===== src/rtl/tamagotchi_modos_if.sv =====
// rtl/tamagotchi_modos_if.sv - button/sensor inputs and LED level outputs of the pet status core
interface tamagotchi_modos_if;
  logic       B_Test;
  logic       B_Energia;
  logic       B_Medicina;
  logic       Entrada_Descanso;
  logic       Entrada_Animo;
  logic [0:1] LED_Energia;
  logic [0:1] LED_Medicina;
  logic [0:1] LED_Descanso;
  logic [0:1] LED_Animo;

  modport master (
    output B_Test, B_Energia, B_Medicina, Entrada_Descanso, Entrada_Animo,
    input  LED_Energia, LED_Medicina, LED_Descanso, LED_Animo
  );

  modport slave (
    input  B_Test, B_Energia, B_Medicina, Entrada_Descanso, Entrada_Animo,
    output LED_Energia, LED_Medicina, LED_Descanso, LED_Animo
  );
endinterface


===== src/rtl/tamagotchi_modos.sv =====
// rtl/tamagotchi_modos.sv - four saturating 2-bit need levels with tick decay and button/sensor recovery
module tamagotchi_modos #(
  parameter int DECAY_PERIOD = 2000,
  parameter int TEST_PERIOD  = 20
) (
  input logic               clk,
  input logic               B_Reset,
  tamagotchi_modos_if.slave io
);
  localparam int MAXP = (DECAY_PERIOD > TEST_PERIOD) ? DECAY_PERIOD : TEST_PERIOD;
  localparam int CW   = $clog2(MAXP);
  localparam logic [CW-1:0] DECAY_LAST = CW'(DECAY_PERIOD - 1);
  localparam logic [CW-1:0] TEST_LAST  = CW'(TEST_PERIOD - 1);

  // bit order: {animo, descanso, medicina, energia, test}
  logic [4:0]    sync1_q, sync1_d, sync2_q, sync2_d;
  logic [2:0]    prev_q, prev_d;
  logic [CW-1:0] cnt_q, cnt_d;
  logic [1:0]    en_q, en_d, med_q, med_d, desc_q, desc_d, ani_q, ani_d;

  logic          tick, test_chg, press_en, press_med;
  logic [CW-1:0] last;

  function automatic logic [1:0] next_level(input logic [1:0] lvl, input logic inc, input logic dec);
    if (inc && !dec && lvl != 2'd3)
      return lvl + 2'd1;
    else if (dec && !inc && lvl != 2'd0)
      return lvl - 2'd1;
    else
      return lvl;
  endfunction

  always_comb begin
    sync1_d   = {io.Entrada_Animo, io.Entrada_Descanso, io.B_Medicina, io.B_Energia, io.B_Test};
    sync2_d   = sync1_q;
    prev_d    = sync2_q[2:0];
    press_en  = sync2_q[1] && !prev_q[1];
    press_med = sync2_q[2] && !prev_q[2];
    test_chg  = sync2_q[0] != prev_q[0];
    last      = sync2_q[0] ? TEST_LAST : DECAY_LAST;

    // A mode change restarts the period so the next tick lands P_new cycles later
    tick  = 1'b0;
    cnt_d = cnt_q + 1'b1;
    if (test_chg) begin
      cnt_d = '0;
    end else if (cnt_q >= last) begin
      tick  = 1'b1;
      cnt_d = '0;
    end

    en_d   = next_level(en_q, press_en, tick);
    med_d  = next_level(med_q, press_med, tick);
    desc_d = next_level(desc_q, tick && sync2_q[3], tick && !sync2_q[3]);
    ani_d  = next_level(ani_q, tick && sync2_q[4], tick && !sync2_q[4]);
  end

  always_ff @(posedge clk or posedge B_Reset) begin
    if (B_Reset) begin
      sync1_q <= '0;
      sync2_q <= '0;
      prev_q  <= '0;
      cnt_q   <= '0;
      en_q    <= 2'd3;
      med_q   <= 2'd3;
      desc_q  <= 2'd3;
      ani_q   <= 2'd3;
    end else begin
      sync1_q <= sync1_d;
      sync2_q <= sync2_d;
      prev_q  <= prev_d;
      cnt_q   <= cnt_d;
      en_q    <= en_d;
      med_q   <= med_d;
      desc_q  <= desc_d;
      ani_q   <= ani_d;
    end
  end

  assign io.LED_Energia  = en_q;
  assign io.LED_Medicina = med_q;
  assign io.LED_Descanso = desc_q;
  assign io.LED_Animo    = ani_q;
endmodule


===== src/flat_wrapper.sv =====
// flat-port wrapper written by rule: the top's interface ports become plain ports
module tamagotchi_modos_flat 
#(
  parameter int DECAY_PERIOD = 2000,
  parameter int TEST_PERIOD  = 20
)
  (clk, B_Reset, io_B_Test, io_B_Energia, io_B_Medicina, io_Entrada_Descanso, io_Entrada_Animo, io_LED_Energia, io_LED_Medicina, io_LED_Descanso, io_LED_Animo);
  tamagotchi_modos_if io_i ();
  input logic clk;
  input logic B_Reset;
  input wire logic [$bits(io_i.B_Test)-1:0] io_B_Test;
  input wire logic [$bits(io_i.B_Energia)-1:0] io_B_Energia;
  input wire logic [$bits(io_i.B_Medicina)-1:0] io_B_Medicina;
  input wire logic [$bits(io_i.Entrada_Descanso)-1:0] io_Entrada_Descanso;
  input wire logic [$bits(io_i.Entrada_Animo)-1:0] io_Entrada_Animo;
  output wire logic [$bits(io_i.LED_Energia)-1:0] io_LED_Energia;
  output wire logic [$bits(io_i.LED_Medicina)-1:0] io_LED_Medicina;
  output wire logic [$bits(io_i.LED_Descanso)-1:0] io_LED_Descanso;
  output wire logic [$bits(io_i.LED_Animo)-1:0] io_LED_Animo;
  assign io_i.B_Test = io_B_Test;
  assign io_i.B_Energia = io_B_Energia;
  assign io_i.B_Medicina = io_B_Medicina;
  assign io_i.Entrada_Descanso = io_Entrada_Descanso;
  assign io_i.Entrada_Animo = io_Entrada_Animo;
  assign io_LED_Energia = io_i.LED_Energia;
  assign io_LED_Medicina = io_i.LED_Medicina;
  assign io_LED_Descanso = io_i.LED_Descanso;
  assign io_LED_Animo = io_i.LED_Animo;
  tamagotchi_modos #(.DECAY_PERIOD(DECAY_PERIOD), .TEST_PERIOD(TEST_PERIOD)) u_core (.clk(clk), .B_Reset(B_Reset), .io(io_i));
endmodule

===== config.mk =====
export PLATFORM = sky130hd
export DESIGN_NAME = tamagotchi_modos_flat
export DESIGN_NICKNAME = d
export VERILOG_FILES = /design/src/rtl/tamagotchi_modos_if.sv /design/src/rtl/tamagotchi_modos.sv /design/src/flat_wrapper.sv
export SDC_FILE = /design/constraint.sdc
export NUM_CORES = 1
export LEC_CHECK = 0
export ABC_CLOCK_PERIOD_IN_PS = 6500
export BUFFER_PORTS_ARGS = -buffer_cell sky130_fd_sc_hd__buf_2
export CELL_PAD_IN_SITES_DETAIL_PLACEMENT = 2
export CELL_PAD_IN_SITES_GLOBAL_PLACEMENT = 2
export CORE_ASPECT_RATIO = 1.5
export CORE_MARGIN = 5
export CORE_UTILIZATION = 40
export DETAILED_ROUTE_END_ITERATION = 10
export HOLD_SLACK_MARGIN = 0.08
export PLACE_DENSITY = 0.78
export SLEW_MARGIN = 0
export SYNTH_ARGS = -nofsm -noshare
export SYNTH_HDL_FRONTEND = slang
export SYNTH_SLANG_ARGS = --single-unit

===== constraint.sdc =====
create_clock -name clk -period 6.5 [get_ports clk]
set_input_delay 0.325 -clock clk [delete_from_list [all_inputs] [get_ports clk]]
set_output_delay 0.325 -clock clk [all_outputs]
set_load 0.05 [all_outputs]

# Yosys cells after proc, flatten, opt, wreduce, memory -nomap -nowiden
# Cells that the tools add are included.
# Widths: inputs -> output; s select.
word_totals:
  ff_bits: 32
  latchBits: 0
  ramBits: 0
  romBits: 0
  input_bits: 7
  out_inout_bits: 8
  elab_cells: 77
  n_memories: 0
classes:
  addsub: 9
  n_mul: 0
  div_mod_pow: 0
  n_lt_le_gt_ge: 1
  eq_ne: 5
  shifts: 0
  n_mux: 13
  n_bitwise: 0
  reduce_logical: 41
op_table:
  columns: ["operator", "count"]
  rows:
  - ["$mux 11", 3]
  - ["$logic_and 1x1->1", 22]
  - ["$mux 2", 8]
  - ["$reduce_bool 2->1", 8]
  - ["$add 11x1->11 const B", 1]
  - ["$ge 11x11->1", 1]
  - ["$logic_not 1->1", 11]
  - ["$add 2x1->2 const B", 4]
  - ["$ne 2x2->1 const B", 4]
  - ["$sub 2x1->2 const B", 4]
  - ["$mux 1", 2]
  - ["$ne 1x1->1", 1]

# Longest topological paths before layout
logic_depth:
  depth_word: 10
  ltp_mapped: 9
  depth_no_buf: 8

# Worst setup path after synthesis
# OpenSTA, ideal clock, no wires.
synth_path:
  path_type: "reg2reg"
  startpoint: "register u_core.sync2_q[0]"
  endpoint: "register u_core.med_q[0], in the netlist u_core.io.LED_Medicina[1]"
  setup_time_ns: 0.082
  t_arrival_ns: 2.077
  required_time_ns: 6.418
  setup_slack_ns: 4.340
  stages_incl_launch_ff: 9
  path_buffers: 1
  synth_period_minus_slack_ns: 2.160
  path_cell_list: "dfrtp_1 ha_1 nand4_1 a2111o_1 o211a_2 nand2b_4 buf_6 mux2i_1 mux2_2"
synth_between:
  elab_chain_len: 8
  word_cells_on_any_way: 12
  classes_between: "order compare (1); eq/ne (1); mux (4); reduce/logical (6)"
synth_lines:
  columns: ["element", "line", "rtl"]
  rows:
  - ["from (decl)", "tamagotchi_modos.sv:16", "logic [4:0] sync1_q, sync1_d, sync2_q, sync2_d;"]
  - ["from (signal assigned)", "tamagotchi_modos.sv:70", "sync2_q <= sync2_d;"]
  - ["$mux 11", "tamagotchi_modos.sv:40", "last = sync2_q[0] ? TEST_LAST : DECAY_LAST;"]
  - ["$ge 11x11->1", "tamagotchi_modos.sv:47", "end else if (cnt_q >= last) begin"]
  - ["$mux 1", "tamagotchi_modos.sv:47", null]
  - ["$mux 1 (*)", "tamagotchi_modos.sv:45", "if (test_chg) begin"]
  - ["$logic_not 1->1", "tamagotchi_modos.sv:25", "if (inc && !dec && lvl != 2'd3)"]
  - ["$logic_and 1x1->1 (2 in series)", "tamagotchi_modos.sv:25", null]
  - ["$mux 2 / $reduce_bool 2->1 (equally long branches)", null, null]
  - ["to (signal assigned)", "tamagotchi_modos.sv:74", "med_q <= med_d;"]
  - ["to (decl)", "tamagotchi_modos.sv:19", "logic [1:0] en_q, en_d, med_q, med_d, desc_q, desc_d, ani_q, ani_d;"]
# Every way passes the cells marked *; elsewhere a longest branch is shown, timed or not.
# A chain may end at the register's enable or synchronous reset.

# Final worst setup path
# Ends and elaborated chain as after synthesis.

==> impl_metrics.ini <==
[outcome]
status = finished clean

[place]
dp_hpwl_um = 2500
dp_slack_ps = 4140
placed_area_mm2 = 0.00157
numPortBuffers = 14
place.gp.congestion = 0.738

[detailed_routing]
ant_nets = 0
drtIter0Drc = 10
num_vias = 1025
firstDrtPassIters = 2
post-route-drc-count = 0
wl_per_cell_um = 17.9
routed_wl_um = 3420
routed_via_density = 5.37

[grt]
grt.overflow.total = 0
grt_pass1_vias = 1187
grt_use_total = 0.163
antenna_found_initial = 0
grt_first_pass_wirelength_um = 5860
grt_start_max_net_pins = 33

[timing]
min_period_over_period = 0.365
worst_pin_slew_ps = 479
final-setup-viol-count = 0
drv_slew = 0
rsz0062_at_grt = false
max_slew_margin = 0.678
fmaxAchievable_ghz = 0.421
fin_skew_ps = 7.75
holdWs_ps = 119
finalHoldViolCount = 0
tns_ps = 0
setup_ws_ps = 4130
finalCriticalPeriod_ps = 2370

[die]
start_util = 0.405
fp.dieArea_mm2 = 0.00499
pin_count = 15
rows = 27
die_y_um = 84.1
die-width_um = 59.4
core_mm2 = 0.00361

[power]
vdd_ir_drop_max_mv = 0.201
power_density_mw_per_mm2 = 287
cellLeakagePower_nw = 0.789

[yosys]
post_synth.cell_area_avg_um2 = 11.5
synth_edf_count = 0
synthArstFlopShare = 1.00
ys_seq_area_frac = 0.554
synthFlopType = dfrtp_1
synth_area_mm2 = 0.00146
yosysUniqueCellTypes = 32
synth_warnings = 0
syn_nets = 143
synth_seq_cells = 32
syn_inst = 127

[worst_setup_path]
crit_chain = inv_1 > ha_1 > nand4b_1 > a2111o_1 > o211a_2 > nor2b_2 > mux2i_1 > mux2_2
crit_type = flop to flop
critPathLaunchType = flop
slowest_stage = dfrtp_1
cpLargestDelayFamily = flip-flops
slowest_delay_ps = 570
worstPathRequired_ps = 6720
cp.arrival_ps = 2600
path_buf_inv = 1
cp_max_fo = 10
endpoint_kind = flop

[finish]
nNetsFinal = 163
area.growth.synth_to_final_pct = 16.1
layout-drive-gt1-share = 0.243
antenna_cells = 0
fillCellCount = 382
post-route-cell-area_mm2 = 0.00170

[cts]
post_cts_resized = 0
cts_tree = yes
insertion_delay_ps = 290
numCtsBuffers = 5
cts_max_path_buffers = 2
ctsHoldBuffers = 0
postCtsSetupRepairBufs = 0
cts-htree-levels = 2
path_clk_slew_ps = 70
cts_root_buffer = clkbuf_8
cts_sinks = 32

[hold_path]
hold_path_class = input port to async pin

[job]
maxCapViolations = 0
-- per-stage QoR --
stage / util / cells / total power (W)
floorplan: - / 127 / 0.000265
global route: 0.470 / 191 / 0.000511
detailed placement: 0.435 / 183 / 0.000283
global placement: 0.435 / 183 / 0.000279
CTS: 0.470 / 191 / 0.000497
finish: 0.470 / 191 / 0.000488
-- final cells by class --
class | count | area, µm² | area share
clock buffers | 7 | 96.3 | 0.0567
clock inverters | 1 | 30.0 | 0.0177
inverters | 4 | 15.0 | 0.00884
multi-input cells | 89 | 614 | 0.362
flip-flops and latches | 32 | 811 | 0.478
well taps | 43 | 53.8 | 0.0317
repair buffers | 15 | 77.6 | 0.0457
-- synthesized netlist by cell type, drive strengths merged (2+ instances only) --
master / count / share of area
a21oi: 10 / 0.034
buf: 2 / 0.015
dfrtp: 24 / 0.41
dfstp: 8 / 0.14
ha: 9 / 0.077
inv: 4 / 0.010
mux2i: 4 / 0.027
nand2: 7 / 0.018
nand2b: 2 / 0.014
nand3: 5 / 0.017
nand4: 3 / 0.013
nor2: 18 / 0.046
nor2b: 2 / 0.010
o21ai: 6 / 0.021
xnor2: 5 / 0.035
xor2: 6 / 0.036
-- registers in the layout (all words and copies together), names as in the netlist --
signal                  count
u_core.io.LED_Energia       2
u_core.io.LED_Medicina      2
u_core.prev_q               3
u_core.io.LED_Animo         2
u_core.sync1_q              5
u_core.cnt_q               11
u_core.io.LED_Descanso      2
u_core.sync2_q              5
-- power breakdown --
group / internal [W] / total, W / switching [W]
Combinational: 0.0000177 / 0.0000531 / 0.0000355
Sequential: 0.000214 / 0.000225 / 0.0000116
Clock: 0.000135 / 0.000209 / 0.0000742
-- cells by family after synthesis --
group	Yosys count	synth area share
muxes	5	0.0351
buffers and inverters	6	0.0257
AOI/OAI and AO/OA	23	0.0992
and+or+nand+nor	41	0.138
adders and majority gates	9	0.0770
DFF	32	0.554
xor gates and xnor gates	11	0.0710
-- final timing paths --
check / start / cells past startpoint / end / slack, ps
setup / recovery: u_core.sync2_q[0] / 8 / u_core.io.LED_Medicina[1] / 4130
hold / removal: B_Reset / 3 / u_core.sync1_q[2] / 120
hold reg to reg: u_core.sync1_q[2] / 0 / u_core.sync2_q[2] / 350
min in group clk: io_B_Medicina / 1 / u_core.sync1_q[2] / 130
setup reg to reg: u_core.sync2_q[0] / 8 / u_core.io.LED_Medicina[1] / 4130
max in group asynchronous: B_Reset / 3 / u_core.io.LED_Descanso[1] / 6040
-- cells in the final DEF, fill, tap and decap left out, drive strengths merged, types with 6 or more instances in the layout --
cell     n
clkbuf   7
dfrtp   24
xor2     6
o21ai    6
ha       9
nand2    7
dfstp    8
nor2    18
a21oi   10
buf     15
-- routing by layer --
metal	track usage	up-vias	wire length, µm
met5	0	-	0
met4	0.0804	0	77
met3	0.0526	8	123
met2	0.292	14	2030
met1	0.158	524	1190
li1	-	479	-
-- worst register-to-register path: stages, from the launching register on --
cell and delay, ps:
dfrtp_1 570, inv_1 80, ha_1 330, nand4b_1 120, a2111o_1 360, o211a_2 170
nor2b_2 290, mux2i_1 120, mux2_2 270
(Power assumes the default switching activity.)
